--- config.mk ---
export PLATFORM = sky130hd
export DESIGN_NAME = ps2_host_tx
export DESIGN_NICKNAME = d
export VERILOG_FILES = /design/src/rtl/ps2_host_tx.sv
export SDC_FILE = /design/constraint.sdc
export NUM_CORES = 1
export LEC_CHECK = 0
export BUFFER_PORTS_ARGS = -buffer_cell sky130_fd_sc_hd__buf_4
export CAP_MARGIN = 20
export CORE_ASPECT_RATIO = 0.7
export CORE_MARGIN = 2
export CORE_UTILIZATION = 45
export DETAILED_ROUTE_END_ITERATION = 8
export PLACE_DENSITY = 0.59
export SLEW_MARGIN = 20
export SYNTH_ARGS = -nofsm -noshare
export SYNTH_HDL_FRONTEND = slang
export SYNTH_SLANG_ARGS = --single-unit
--- constraint.sdc ---
create_clock -name clk -period 2.8 [get_ports clk]
set_input_delay 0.42 -clock clk [delete_from_list [all_inputs] [get_ports clk]]
set_output_delay 0.42 -clock clk [all_outputs]
set_load 0.05 [all_outputs]
--- src/rtl/ps2_host_tx.sv ---
// PS/2 host-to-device byte transmitter: inhibits the clock, issues a start bit,
// shifts data/parity/stop on device clock falling edges and checks the device ACK.
module ps2_host_tx #(
   parameter int INHIBIT_CYCLES = 5000,
   parameter int TIMEOUT_CYCLES = 750000
) (
   input  logic       clk,
   input  logic       reset,
   input  logic       ps2_clk,
   input  logic       ps2_dat,
   output logic       ps2_clk_oe,
   output logic       ps2_dat_oe,
   input  logic [7:0] tx_data,
   input  logic       tx_valid,
   output logic       tx_ready,
   output logic       busy,
   output logic       done,
   output logic       error,
   output logic [2:0] fsm_state
);

   // Handshake: a byte is taken on the rising edge where tx_valid=1 and tx_ready=1;
   // tx_ready is high only in IDLE, so nothing is accepted while a frame is in flight.

   localparam int IW = $clog2(INHIBIT_CYCLES + 1);
   localparam int TW = $clog2(TIMEOUT_CYCLES + 1);
   localparam logic [IW-1:0] INH_LAST = IW'(INHIBIT_CYCLES - 1);
   localparam logic [TW-1:0] WD_LAST  = TW'(TIMEOUT_CYCLES - 1);

   typedef enum logic [2:0] {
      S_IDLE    = 3'd0,
      S_INHIBIT = 3'd1,
      S_START   = 3'd2,
      S_BITS    = 3'd3,
      S_ACK     = 3'd4,
      S_RELEASE = 3'd5
   } state_t;

   state_t        state;
   logic          clk_meta, clk_sync;
   logic          dat_meta, dat_sync;
   logic [3:0]    hist;
   logic          fe;
   logic [IW-1:0] inh_cnt;
   logic [TW-1:0] wd_cnt;
   logic [3:0]    bit_cnt;
   logic [7:0]    data_q;
   logic          parity;
   logic          ack_ok;

   assign fsm_state = state;

   // hist[3] is the oldest sample; one pulse per falling edge after three low samples.
   assign fe = (hist == 4'b1000);

   always_ff @(posedge clk) begin
      if (reset) begin
         clk_meta <= 1'b1;
         clk_sync <= 1'b1;
         dat_meta <= 1'b1;
         dat_sync <= 1'b1;
         hist     <= 4'b1111;
      end else begin
         clk_meta <= ps2_clk;
         clk_sync <= clk_meta;
         dat_meta <= ps2_dat;
         dat_sync <= dat_meta;
         hist     <= {hist[2:0], clk_sync};
      end
   end

   always_ff @(posedge clk) begin
      if (reset) begin
         state      <= S_IDLE;
         ps2_clk_oe <= 1'b0;
         ps2_dat_oe <= 1'b0;
         tx_ready   <= 1'b1;
         busy       <= 1'b0;
         done       <= 1'b0;
         error      <= 1'b0;
         inh_cnt    <= '0;
         wd_cnt     <= '0;
         bit_cnt    <= '0;
         data_q     <= '0;
         parity     <= 1'b0;
         ack_ok     <= 1'b0;
      end else begin
         done  <= 1'b0;
         error <= 1'b0;
         case (state)
            S_IDLE: begin
               ps2_clk_oe <= 1'b0;
               ps2_dat_oe <= 1'b0;
               tx_ready   <= 1'b1;
               busy       <= 1'b0;
               if (tx_valid && tx_ready) begin
                  data_q     <= tx_data;
                  parity     <= ~^tx_data;
                  state      <= S_INHIBIT;
                  ps2_clk_oe <= 1'b1;
                  tx_ready   <= 1'b0;
                  busy       <= 1'b1;
                  inh_cnt    <= '0;
               end
            end
            S_INHIBIT: begin
               if (inh_cnt == INH_LAST) begin
                  state      <= S_START;
                  ps2_dat_oe <= 1'b1;
                  wd_cnt     <= '0;
               end else begin
                  inh_cnt <= inh_cnt + 1'b1;
               end
            end
            default: begin
               // Watchdog expiry wins over any edge or line event in the same cycle.
               if (wd_cnt == WD_LAST) begin
                  state      <= S_IDLE;
                  ps2_clk_oe <= 1'b0;
                  ps2_dat_oe <= 1'b0;
                  error      <= 1'b1;
                  tx_ready   <= 1'b1;
                  busy       <= 1'b0;
               end else begin
                  wd_cnt <= wd_cnt + 1'b1;
                  case (state)
                     S_START: begin
                        state      <= S_BITS;
                        ps2_clk_oe <= 1'b0;
                        bit_cnt    <= '0;
                     end
                     S_BITS: begin
                        if (fe) begin
                           bit_cnt <= bit_cnt + 4'd1;
                           if (bit_cnt < 4'd8) begin
                              ps2_dat_oe <= ~data_q[bit_cnt[2:0]];
                           end else if (bit_cnt == 4'd8) begin
                              ps2_dat_oe <= ~parity;
                           end else begin
                              ps2_dat_oe <= 1'b0;
                              state      <= S_ACK;
                           end
                        end
                     end
                     S_ACK: begin
                        if (fe) begin
                           ack_ok <= ~dat_sync;
                           state  <= S_RELEASE;
                        end
                     end
                     S_RELEASE: begin
                        if (clk_sync && dat_sync) begin
                           done     <= ack_ok;
                           error    <= ~ack_ok;
                           state    <= S_IDLE;
                           tx_ready <= 1'b1;
                           busy     <= 1'b0;
                        end
                     end
                     default: state <= S_IDLE;
                  endcase
               end
            end
         endcase
      end
   end

endmodule

==> results of run 1 <==
[flip-flops by register name, indices dropped and copies added (netlist names)]
name	cells
ack_ok	1
error	1
done	1
clk_sync	1
tx_ready	1
bit_cnt	4
data_q	8
wd_cnt	20
dat_sync	1
fsm_state	3
busy	1
hist	4
inh_cnt	13
dat_meta	1
ps2_dat_oe	1
ps2_clk_oe	1
clk_meta	1
parity	1
[cells in the mapped netlist, types with 7 or more instances]
| cell | count | area, um^2 |
|---|---|---|
| nand2b_1 | 7 | 43.8 |
| clkbuf_1 | 9 | 33.8 |
| xor2_1 | 17 | 149 |
| nand3_1 | 21 | 105 |
| nor3_1 | 8 | 40.0 |
| nor2_1 | 43 | 161 |
| nor4b_1 | 7 | 61.3 |
| or2_2 | 8 | 50.1 |
| o21ai_0 | 7 | 35.0 |
| dfxtp_1 | 64 | 1280 |
| nand4_1 | 7 | 43.8 |
| nand2_1 | 40 | 150 |
| xnor2_1 | 15 | 131 |
| a21oi_1 | 27 | 135 |
[where the power goes]
part / switching, mW / internal [mW]
combinational: 0.0990 / 0.0626
sequential: 0.0119 / 0.932
clock: 0.344 / 0.426
total: 0.455 / 1.42
[through the flow]
step	setup slack, ns	power, mW	std cells	hold WS (ns)
CTS	0.489	1.90	480	0.246
floorplan	0.643	1.07	356	0.389
finish	0.495	1.88	480	0.265
global route	0.345	1.96	480	0.245
detailed placement	0.492	1.13	465	0.395
global placement	0.553	1.12	465	0.397
[layout make-up]
class                      instances  area [um^2]  area share
clock inverter                     4         45.0      0.0128
clock buffer                      11          141      0.0402
multi-input combinational        272         1690       0.480
sequential                        64         1280       0.364
inverter                           5         18.8     0.00533
tap                               94          118      0.0334
timing repair buffer              30          225      0.0640
[worst max-delay path: stages (launching register included)]
cell       delay, ns
dfxtp_1         0.36
or4_4           0.56
nor4_4          0.48
a21oi_2         0.18
and2_4          0.19
and3_4          0.17
a2111oi_2       0.26
[kinds of logic after synthesis]
family                   after synthesis  synth area share
AO/OA/AOI/OAI                         55             0.111
XOR/XNOR                              32            0.0905
adder cells (fa/ha/maj)                4            0.0162
buffers and inverters                 20            0.0404
flip-flops                            64             0.414
multiplexers                           5            0.0246
AND/OR/NAND/NOR                      176             0.304
[metal layers]
| metal | global-route usage | vias up | part of all wire |
|---|---|---|---|
| met5 | 0 | - | 0 |
| met4 | 0.0658 | 0 | 0.013 |
| met3 | 0.0637 | 8 | 0.031 |
| met2 | 0.249 | 29 | 0.40 |
| met1 | 0.284 | 1208 | 0.55 |
| li1 | - | 1298 | - |
[cells in the final DEF, fill, tap and decap left out, types with 2 or more instances in the layout]
cell type  netlist  routed
nor4b_1          7       7
dfxtp_1         64      64
or2_2            8       8
xnor2_1         15      15
mux4_2           2       2
or3_1            3       3
a31oi_1          4       4
nor3b_1          2       2
nand2_1         40      40
xor2_1          17      17
a211o_1          2       2
nor3_1           8       8
nand2b_1         7       7
ha_1             4       4
a21oi_1         27      27
and4_2           2       2
buf_4            0      30
mux2i_1          2       2
clkbuf_8         2      10
a211oi_1         5       5
and3_1           6       6
clkinv_2         0       3
nand3_1         21      21
o21ai_0          7       7
nor2_1          43      43
and2_1           2       2
nand4_1          7       7
nor2b_1          3       3
inv_1            5       5
and4_1           5       5
[worst max-delay path by stage]
stage	depth (start not counted)	slack [ns]	to	from
after floorplan	6	0.64	wd_cnt[11]$_SDFFE_PP0P_	fsm_state[0]$_SDFFE_PP0P_
after global placement	6	0.55	wd_cnt[5]$_SDFFE_PP0P_	wd_cnt[4]$_SDFFE_PP0P_
after detailed placement	6	0.49	wd_cnt[5]$_SDFFE_PP0P_	wd_cnt[4]$_SDFFE_PP0P_
after CTS	6	0.49	wd_cnt[5]$_SDFFE_PP0P_	wd_cnt[4]$_SDFFE_PP0P_
after global routing	6	0.34	ps2_dat_oe$_SDFFE_PP0P_	wd_cnt[4]$_SDFFE_PP0P_
final	6	0.50	bit_cnt[2]$_SDFFE_PP0P_	wd_cnt[4]$_SDFFE_PP0P_
==> impl_summary.txt, run 1 <==
----------------------------------------------------
[Timing]
  Worst Tran Pin Value ... around 0.71 ns
  Unrepaired setup endpoints after global routing ... no
  Pins Over Slew Limit ... 0
  Hold Fails Final Rpt ... 0
  Tcrit/Tclk final ... 0.823
  Time the final worst path needs with I/O delays and setup ... 2.30 ns
  Setup total negative slack ... 0 ns
  Clock Skew ... around 0.0088 ns
  Count of endpoints failing setup in the final report ... 0
  Fmax achieved ... 434 MHz
  Worst-case headroom to the max-slew limit ... 0.523

[Die]
  Width of the die ... 103 um
  Die Y ... 73.4 um
  # IOs ... 22
  Area of the die ... 7570 um^2
  Initial standard-cell utilization of the core ... 0.463
  Number of rows created at floorplan ... 25
  Area of the core region ... roughly 6700 um^2

[Critical path]
  Critical R2R Launch ... wd_cnt[4]$_SDFFE_PP0P_
  Worst Setup Start Kind ... register
  Path type of the worst setup path ... register to register
  Endpoint arrival time on the critical path ... 2.55 ns
  Type of destination of the critical path ... register
  Worst Reg2Reg Path Length in Cells ... 6
  End of the worst register-to-register path ... bit_cnt[2]$_SDFFE_PP0P_
  Required @ worst endpoint ... 3.04 ns
  Setup slack of the worst register-to-register path ... 0.50 ns
  CP Max Fanout ... 6

[Route]
  WL final ... 6700 um
  Routed wirelength normalized by instance count ... 14.0 um
  Post-route DRC ... 0
  Ratio of routed vias to standard cells ... 5.30
  Number of iterations in the first detailed-routing pass ... 4
  Detailed router's first-iteration violation count ... 95
  Total vias in the final route ... around 2500
  Post-route ant nets ... 0

[Min path]
  Worst min-delay path class ... input pin to register
  Hold Path Origin ... ps2_clk
  Worst hold stages ... 2
  Worst Hold Path EP ... clk_meta$_SDFF_PP1_

[Global routing]
  Number of global-route vias before repair ... 2203
  Wire length of the first global-routing pass ... 10900 um
  Total Routing Usage GR ... 0.189
  Residual overflow from global routing ... 0
  Maximum number of pins on one net before global-route repair ... 39
  Number of antenna violations at the first check in global routing ... 0

[Run]
  Reported max-cap violation count ... 0

[Finish]
  Design Area, Final ... 3520 um^2
  Util after Layout ... 0.526
  Fill cell count ... 669
  Layout Nets ... 399
  Diode count ... 0
  Area growth syn-to-layout ... 13.7%
  Fraction of layout instances using a drive strength above 1 ... 0.171

[Clocking]
  Number of gates given a new drive strength after cts ... 0
  Clock tree sinks ... 64
  Num CTS Buffers ... 9
  Hold buffer count at cts ... 0
  Clock latency at the later pin of the worst-skew pair ... 0.35 ns
  Maximum clock path buffer count ... 2
  Setup repair bufs after CTS ... 0
  Clock Pin Slew Worst Setup and Hold Paths ... 0.07 ns
  Clock Tree Root ... clkbuf_8
  CTS tree ... yes
  Total number of H-tree levels ... 3

[Status]
  Status ... complete, no violations

[Place]
  Post-DP HPWL ... 4720 um
  Post-placement cell area ... 3330 um^2
  Count of input and output buffers ... 21
  Final weighted congestion in routability-driven placement ... 0.804

[Pwr]
  Maximum VDD drop ... 0.314 mV
  Power density relative to cell area ... 533 nW/um^2
  Static leakage ... 1.30 nW

[Synth]
  Number of flops mapped to enable cells by yosys ... 0
  Dominant register cell in the synthesized netlist ... dfxtp_1
  Gate Count Post-Synth ... 356
  Ys Warns ... 0
  Sequential area share after synthesis ... 0.414
  Netlist Area Pre-Place ... 3100 um^2
  Synthesis-stage register bit count ... 64
  Share of flip-flops with an asynchronous set or reset ... 0
  Net Count, Synth ... 373
  Unique cell type count in the Yosys netlist ... 53
  Post-Synthesis Mean Instance Area ... 8.70 um^2

----------------------------------------------------
(Power assumes the default switching activity.)
==> run 2: changes to the inputs <==
--- a/config.mk
+++ b/config.mk
@@ -5,13 +5,14 @@
 export SDC_FILE = /design/constraint.sdc
 export NUM_CORES = 1
 export LEC_CHECK = 0
+export ABC_AREA = 1
 export BUFFER_PORTS_ARGS = -buffer_cell sky130_fd_sc_hd__buf_4
 export CAP_MARGIN = 20
 export CORE_ASPECT_RATIO = 0.7
 export CORE_MARGIN = 2
 export CORE_UTILIZATION = 45
 export DETAILED_ROUTE_END_ITERATION = 8
-export PLACE_DENSITY = 0.59
+export PLACE_DENSITY = 0.61
 export SLEW_MARGIN = 20
 export SYNTH_ARGS = -nofsm -noshare
 export SYNTH_HDL_FRONTEND = slang
==> constraint.sdc (replaced) <==
create_clock -name clk -period 1.93 [get_ports clk]
set_input_delay 0.2895 -clock clk [delete_from_list [all_inputs] [get_ports clk]]
set_output_delay 0.2895 -clock clk [all_outputs]
set_load 0.05 [all_outputs]
==> run 2 against run 1 <==
Register-to-register slack worse by 0.31 ns. Global-route usage up 3.2 points. Synthesized area grew 15%. Synthesized cell count rose by 52%. Maximum frequency grew 32%. Die area rose by 14%. Sequential share of layout area down 6.2 points. Non-clock buffer count increased by 8. Core utilization is 2.0 points higher. Clock skew decreased by 0.0034 ns. First-iteration DRC count grew to 3.3 times the previous value.
==> impl_summary.txt, run 2 <==
----------------------------------------------------
[Place]
  Post-placement cell area ... 3870 um^2 (+16%)
  Count of input and output buffers ... 21 (unchanged)
  Final weighted congestion in routability-driven placement ... 0.914 (+14%)
  Number of placed instances, taps included ... 664 (+43%)
  Post-DP HPWL ... 6680 um (+41%)

[Min path]
  Worst Hold Path EP ... dat_meta$_SDFF_PP1_
  Worst hold stages ... 2 (unchanged)
  Worst min-delay path class ... input pin to register
  Hold Path Origin ... ps2_dat

[Timing]
  Count of endpoints failing setup in the final report ... 0 (unchanged)
  Time the final worst path needs with I/O delays and setup ... 1.74 ns (-0.563 ns)
  Setup total negative slack ... 0 ns (unchanged)
  Unrepaired setup endpoints after global routing ... no
  Fmax achieved ... 574 MHz (+32%)
  Worst-case headroom to the max-slew limit ... 0.593 (+0.0691)
  Pins Over Slew Limit ... 0 (unchanged)
  Hold Fails Final Rpt ... 0 (unchanged)
  Worst Tran Pin Value ... 0.603 ns (-0.111 ns)
  Tcrit/Tclk final ... 0.902 (+0.0792)
  Worst hold-check slack ... 0.134 ns (-0.131 ns)
  Clock Skew ... 0.00541 ns (-0.00335 ns)

[Route]
  Detailed router's first-iteration violation count ... 317 (+230%)
  Total vias in the final route ... 3519 (+38%)
  Routed wirelength normalized by instance count ... 13.5 um (-3.0%)
  Post-route ant nets ... 0 (unchanged)
  Post-route DRC ... 0 (unchanged)
  WL final ... 9210 um (+37%)
  Number of iterations in the first detailed-routing pass ... 4 (unchanged)
  Ratio of routed vias to standard cells ... 5.18 (-2.3%)

[Global routing]
  Residual overflow from global routing ... 0 (unchanged)
  Number of global-route vias before repair ... 3047 (+38%)
  Maximum number of pins on one net before global-route repair ... 33 (-15%)
  Number of antenna violations at the first check in global routing ... 0 (unchanged)
  Total Routing Usage GR ... 0.221 (+0.0321)
  Wire length of the first global-routing pass ... 14700 um (+36%)

[Synth]
  Gate Count Post-Synth ... 541 (+52%)
  Post-Synthesis Mean Instance Area ... 6.58 um^2 (-24%)
  Cell types with the largest area share after synthesis ... dfxtp_1 (36%), nand2_1 (13%), nor2_1 (9.3%)
  Ys Warns ... 0 (unchanged)
  Net Count, Synth ... 558 (+50%)
  Cell with the most instances after synthesis ... nand2_1
  Cell taking the most area after synthesis ... dfxtp_1
  Netlist Area Pre-Place ... 3560 um^2 (+15%)
  Number of flops mapped to enable cells by yosys ... 0 (unchanged)
  Sequential area share after synthesis ... 0.360 (-0.0537)
  Share of the synthesized area in the top cell type ... 0.360 (-0.0537)
  Unique cell type count in the Yosys netlist ... 35 (-34%)
  Cell types with the highest counts after synthesis ... nand2_1 (127), nor2_1 (88), dfxtp_1 (64), a21oi_1 (49), inv_1 (49)
  Synthesis-stage register bit count ... 64 (unchanged)
  Dominant register cell in the synthesized netlist ... dfxtp_1
  Share of flip-flops with an asynchronous set or reset ... 0 (unchanged)

[Critical path]
  Cell type group with the largest total delay on the critical path ... simple AND/OR/NAND/NOR gates
  Critical path's largest stage delay ... 0.48 ns (-0.08 ns)
  Buffering stage count on the worst path with inverters included ... 1 (+1)
  Setup slack of the worst register-to-register path ... 0.19 ns (-0.31 ns)
  Ordered list of cells on the worst path ... nand2_1 -> nor2_1 -> buf_4 -> nand2_1 -> a21oi_1 -> nand3_1 -> a21oi_1
  Required @ worst endpoint ... 2.19 ns (-0.85 ns)
  Crit-path slowest cell ... dfxtp_1
  CP Max Fanout ... 8 (+2)
  End of the worst register-to-register path ... bit_cnt[1]$_SDFFE_PP0P_
  Type of destination of the critical path ... register
  Path type of the worst setup path ... register to register
  Endpoint arrival time on the critical path ... 2.01 ns (-0.54 ns)
  Worst Reg2Reg Path Length in Cells ... 7 (+1)
  Critical R2R Launch ... fsm_state[0]$_SDFFE_PP0P_
  Worst Setup Start Kind ... register

[Finish]
  Area growth syn-to-layout ... 19.2%
  Finished Layout Cells ... 680 (+42%)
  Layout Nets ... 591 (+48%)
  Top reg by flops ... wd_cnt
  Diode count ... 0 (unchanged)
  Flip-flop count of the largest register, all copies and words added ... 20 (unchanged)
  Largest registers ranked by flip-flop count ... wd_cnt x20, inh_cnt x13, data_q x8
  Design Area, Final ... 4240 um^2 (+21%)
  Most common cell after layout, fill and taps aside ... nand2_1
  Fraction of layout instances using a drive strength above 1 ... 0.136 (-0.0345)
  Top library cells by usage in the layout, fill and taps aside ... nand2_1 (127), nor2_1 (88), dfxtp_1 (63)

[Clocking]
  Clock Tree Root ... clkbuf_16
  Number of gates given a new drive strength after cts ... 0 (unchanged)
  Clock tree sinks ... 64 (unchanged)
  Num CTS Buffers ... 9 (unchanged)
  Setup repair bufs after CTS ... 0 (unchanged)
  Clock Pin Slew Worst Setup and Hold Paths ... 0.06 ns (about the same)
  Maximum clock path buffer count ... 2 (unchanged)
  Total number of H-tree levels ... 3 (unchanged)
  CTS tree ... yes
  Hold buffer count at cts ... 0 (unchanged)
  Clock latency at the later pin of the worst-skew pair ... 0.34 ns (about the same)

[Die]
  Initial standard-cell utilization of the core ... 0.458 (-0.00465)
  # IOs ... 22 (unchanged)
  Area of the die ... 8650 um^2 (+14%)
  Area of the core region ... 7770 um^2 (+16%)
  Width of the die ... 110 um (+6.9%)
  Number of rows created at floorplan ... 27 (+8.0%)
  Die Y ... 78.4 um (+6.8%)

[Status]
  Status ... complete, no violations

[Pwr]
  Power density relative to cell area ... 1230 nW/um^2 (+130%)
  Static leakage ... 1.69 nW (+31%)
  Maximum VDD drop ... 0.891 mV (+180%)

[Run]
  Reported max-cap violation count ... 0 (unchanged)

----------------------------------------------------
==> run 2: worst reg2reg max path, delay by kind of cell (launching register included) <==
family                 cells  cell delay, ns
flip-flops                 1            0.48
AO/OA/AOI/OAI              2            0.47
buffers and inverters      1            0.19
AND/OR/NAND/NOR            4            0.53
==> run 2: layout make-up <==
| cell class | instances | area [um^2] |
|---|---|---|
| Fill cell | 777 | 3530 |
| Multi-Input combinational cell | 407 | 1990 |
| Tap cell | 101 | 126 |
| Clock buffer | 10 | 239 |
| Inverter | 54 | 208 |
| Clock inverter | 6 | 115 |
| Timing Repair Buffer | 38 | 285 |
| Sequential cell | 64 | 1280 |
==> run 2: how the worst max path moves through the flow <==
| stage | start | endpoint | slack [ns] | cells after the start |
|---|---|---|---|---|
| 3_3_place_gp | wd_cnt[0]$_SDFFE_PP0P_ | wd_cnt[3]$_SDFFE_PP0P_ | 0.16 | 9 |
| 2_1_floorplan | fsm_state[1]$_SDFFE_PP0P_ | wd_cnt[0]$_SDFFE_PP0P_ | 0.07 | 11 |
| 3_5_place_dp | wd_cnt[0]$_SDFFE_PP0P_ | wd_cnt[7]$_SDFFE_PP0P_ | 0.05 | 9 |
| 6_report | fsm_state[0]$_SDFFE_PP0P_ | bit_cnt[1]$_SDFFE_PP0P_ | 0.19 | 7 |
| 5_1_grt | wd_cnt[1]$_SDFFE_PP0P_ | wd_cnt[13]$_SDFFE_PP0P_ | 0.007 | 9 |
| 4_1_cts | wd_cnt[0]$_SDFFE_PP0P_ | wd_cnt[7]$_SDFFE_PP0P_ | 0.04 | 9 |
==> run 2: stage by stage <==
stage                     utilization  setup slack [ns]  total power [mW]
after floorplan                     -            0.0743              2.88
after global placement          0.498             0.162              3.24
after detailed placement        0.498            0.0500              3.25
after CTS                       0.544            0.0383              5.21
after global routing            0.546           0.00743              5.51
final                           0.546             0.188              5.21
==> run 2: logic make-up (layout without fill, tap and decap cells) <==
| kind of cell | count (synthesis) | count (layout) | share of synthesized area |
|---|---|---|---|
| compound gates | 85 | 85 | 0.126 |
| xor+xnor | 15 | 15 | 0.0369 |
| fa+ha+maj | 4 | 4 | 0.0141 |
| buf+inv | 70 | 108 | 0.0854 |
| flops | 64 | 64 | 0.360 |
| simple gates | 303 | 303 | 0.378 |
==> run 2: power by group <==
group / internal (mW) / switching, mW / total [mW]
clock: 1.30 / 0.624 / 1.93
combinational: 0.496 / 1.19 / 1.68
sequential: 1.48 / 0.116 / 1.60
total: 3.28 / 1.93 / 5.21
==> run 2: metal layers <==
metal | track usage | up-vias | wire, um | part of all wire
li1 | - | 1833 | - | -
met1 | 0.311 | 1579 | 4750 | 0.52
met2 | 0.317 | 92 | 3810 | 0.41
met3 | 0.0748 | 15 | 515 | 0.056
met4 | 0.0700 | 0 | 129 | 0.014
met5 | 0 | - | 0 | 0
==> run 3: changes to the inputs <==
--- a/config.mk
+++ b/config.mk
@@ -5,14 +5,13 @@
 export SDC_FILE = /design/constraint.sdc
 export NUM_CORES = 1
 export LEC_CHECK = 0
-export ABC_AREA = 1
 export BUFFER_PORTS_ARGS = -buffer_cell sky130_fd_sc_hd__buf_4
 export CAP_MARGIN = 20
 export CORE_ASPECT_RATIO = 0.7
 export CORE_MARGIN = 2
 export CORE_UTILIZATION = 45
 export DETAILED_ROUTE_END_ITERATION = 8
-export PLACE_DENSITY = 0.61
+export PLACE_DENSITY = 0.62
 export SLEW_MARGIN = 20
 export SYNTH_ARGS = -nofsm -noshare
 export SYNTH_HDL_FRONTEND = slang
==> constraint.sdc (replaced) <==
create_clock -name clk -period 1.93 [get_ports clk]
set_input_delay 0.386 -clock clk [delete_from_list [all_inputs] [get_ports clk]]
set_output_delay 0.386 -clock clk [all_outputs]
set_load 0.05 [all_outputs]
==> run 3 against run 2 <==
The run now ends with negative setup slack left. Critical endpoint is now bit_cnt[2]$_SDFFE_PP0P_. Highest routed layer unchanged. Sequential power shrank 14%. Critical path depth stayed put. Clock-buffer cell count shrank 1. Critical path type unchanged. Cell area is 5.8% lower. Combinational power shrank 85%. Maximum frequency shrank 16%. Clock power down 41%. Via count down 23%.
==> impl_summary.txt, run 3 (synthesis gave the netlist of run 1 again) <==
----------------------------------------------------
[Pwr]
  P_int ... 2.05 mW (-38%)
  Power consumption ... 2.76 mW (-47%)
  Seq pwr share ... 0.497 (+0.190)
  Static leakage ... 1.53 nW (-9.8%)
  Proportion of total power due to net switching ... 0.258 (-0.112)
  Maximum VDD drop ... 0.513 mV (-42%)
  Combinational fraction of design power ... 0.090 (-0.233)
  Switching power ... 0.711 mW (-63%)
  Power density relative to cell area ... 691 nW/um^2 (-44%)
  Share of total power in the clock network ... 0.412 (+0.042)

[Die]
  Die Y ... 73.4 um (-6.4%)
  Number of rows created at floorplan ... 25 (-7.4%)
  # IOs ... 22 (unchanged)
  Width of the die ... 103 um (-6.5%)
  Area of the core region ... 6690 um^2 (-14%)
  Initial standard-cell utilization of the core ... 0.463 (+0.00465)
  Area of the die ... 7570 um^2 (-12%)

[Finish]
  Fill cell count ... 653 (-16%)
  Flip-flop count of the largest register, all copies and words added ... 20 (unchanged)
  Top library cells by usage in the layout, fill and taps aside ... buf_4 (70), dfxtp_1 (56), nor2_1 (43)
  Top reg by flops ... wd_cnt
  Area growth syn-to-layout ... 29.1%
  Fraction of layout instances using a drive strength above 1 ... 0.316 (+0.180)
  Design Area, Final ... 4000 um^2 (-5.8%)
  Util after Layout ... 0.597 (+0.0511)
  Finished Layout Cells ... 524 (-23%)
  Largest registers ranked by flip-flop count ... wd_cnt x20, inh_cnt x13, data_q x8
  Layout Nets ... 442 (-25%)
  Most common cell after layout, fill and taps aside ... buf_4
  Diode count ... 0 (unchanged)

[Timing]
  Unrepaired setup endpoints after global routing ... yes
  Clock Skew ... 0.00982 ns (+0.00441 ns)
  Count of endpoints failing setup in the final report ... 5 (+5)
  Worst-case headroom to the max-slew limit ... 0.691 (+0.0982)
  Time the final worst path needs with I/O delays and setup ... 2.07 ns (+0.325 ns)
  Worst Tran Pin Value ... 0.462 ns (-0.141 ns)
  Worst hold-check slack ... 0.218 ns (+0.0840 ns)
  Fmax achieved ... 484 MHz (-16%)
  Final setup slack of the worst path ... -0.136 ns (-0.325 ns)
  Tcrit/Tclk final ... 1.07 (+0.168)
  Pins Over Slew Limit ... 0 (unchanged)
  Hold Fails Final Rpt ... 0 (unchanged)

[Global routing]
  Number of antenna violations at the first check in global routing ... 0 (unchanged)
  Number of global-route vias before repair ... 2492 (-18%)
  Wire length of the first global-routing pass ... 12000 um (-18%)
  Residual overflow from global routing ... 0 (unchanged)
  Maximum number of pins on one net before global-route repair ... 39 (+18%)
  Total Routing Usage GR ... 0.205 (-0.0163)

[Route]
  Number of iterations in the first detailed-routing pass ... 4 (unchanged)
  Routed wirelength normalized by instance count ... 14.0 um (+3.6%)
  Post-route DRC ... 0 (unchanged)
  Post-route ant nets ... 0 (unchanged)
  WL final ... 7350 um (-20%)
  Detailed router's first-iteration violation count ... 165 (-48%)
  Ratio of routed vias to standard cells ... 5.15 (-0.43%)
  Total vias in the final route ... 2700 (-23%)

[Min path]
  Worst min-delay path class ... input pin to register

[Critical path]
  Path type of the worst setup path ... register to register
  Type of destination of the critical path ... register
  CP Max Fanout ... 4 (-4)
  Required @ worst endpoint ... 2.18 ns (about the same)
  Worst Setup Start Kind ... register
  Endpoint arrival time on the critical path ... 2.32 ns (+0.31 ns)

[Clocking]
  Hold buffer count at cts ... 0 (unchanged)
  Clock latency at the later pin of the worst-skew pair ... 0.35 ns (about the same)
  Total number of H-tree levels ... 3 (unchanged)
  Clock tree sinks ... 64 (unchanged)
  Maximum clock path buffer count ... 2 (unchanged)
  Num CTS Buffers ... 9 (unchanged)
  Clock Pin Slew Worst Setup and Hold Paths ... 0.08 ns (+0.02 ns)
  CTS tree ... yes
  Clock Tree Root ... clkbuf_8

[Place]
  Post-DP HPWL ... 5330 um (-20%)
  Count of input and output buffers ... 21 (unchanged)
  Number of placed instances, taps included ... 504 (-24%)
  Final weighted congestion in routability-driven placement ... 0.840 (-8.1%)
  Post-placement cell area ... 3660 um^2 (-5.4%)

[Status]
  Failing checks ... negative setup slack
  Status ... finished, violations left

[Run]
  Reported max-cap violation count ... 0 (unchanged)

----------------------------------------------------
==> run 3: metal layers <==
layer | global-route usage | part of all wire | wire length [um] | vias up
li1 | - | - | - | 1389
met1 | 0.306 | 0.52 | 3850 | 1249
met2 | 0.286 | 0.42 | 3070 | 53
met3 | 0.0618 | 0.049 | 361 | 9
met4 | 0.0526 | 0.010 | 76 | 0
met5 | 0 | 0 | 0 | -
==> run 3: final cells by class <==
class                   count  area [um^2]  area share
clock buffers               9          124      0.0310
clock inverters             7         72.6      0.0182
inverters                   5         18.8     0.00470
multi-input cells         272         1800       0.451
flip-flops and latches     64         1290       0.323
well taps                  94          118      0.0294
repair buffers             73          568       0.142
==> run 3: path summary, 6_finish.rpt <==
| check | startpoint | end | slack (ns) | depth (start not counted) |
|---|---|---|---|---|
| min reg2reg | dat_meta$_SDFF_PP1_ | dat_sync$_SDFF_PP1_ | 0.41 | 1 |
| min | ps2_dat | dat_meta$_SDFF_PP1_ | 0.22 | 2 |
| max reg2reg | wd_cnt[11]$_SDFFE_PP0P_ | bit_cnt[2]$_SDFFE_PP0P_ | -0.14 | 7 |
| max | wd_cnt[11]$_SDFFE_PP0P_ | bit_cnt[2]$_SDFFE_PP0P_ | -0.14 | 7 |
==> run 3: power by group through the flow <==
stage	registers, mW	clock network (mW)	logic, mW
finish	1.37	1.14	0.250
global route	1.37	1.22	0.276
CTS	1.37	1.17	0.247
detailed placement	1.40	0	0.245
global placement	1.40	0	0.245
floorplan	1.42	0	0.132
==> run 3: repair_timing <==
item | CTS | global route
pin swaps | 6 | 15
endpoints found under the setup margin | 8 | 27
gates resized for setup | 3 | 23
setup buffers | 1 | 3
==> run 3: critical path: stages, from the launching register on <==
cell	delay [ns]
dfxtp_1	0.31
or4_4	0.55
nor4_4	0.34
buf_4	0.17
a21oi_2	0.05
and2_4	0.17
and3_4	0.17
a2111oi_4	0.20
==> run 3: metrics by stage <==
stage,worst slack [ns],setup TNS (ns)
2_1_floorplan,-0.113,-0.542
3_3_place_gp,-0.0654,-0.118
3_5_place_dp,-0.0963,-0.347
4_1_cts,-0.0858,-0.226
5_1_grt,-0.224,-1.96
6_report,-0.136,-0.236
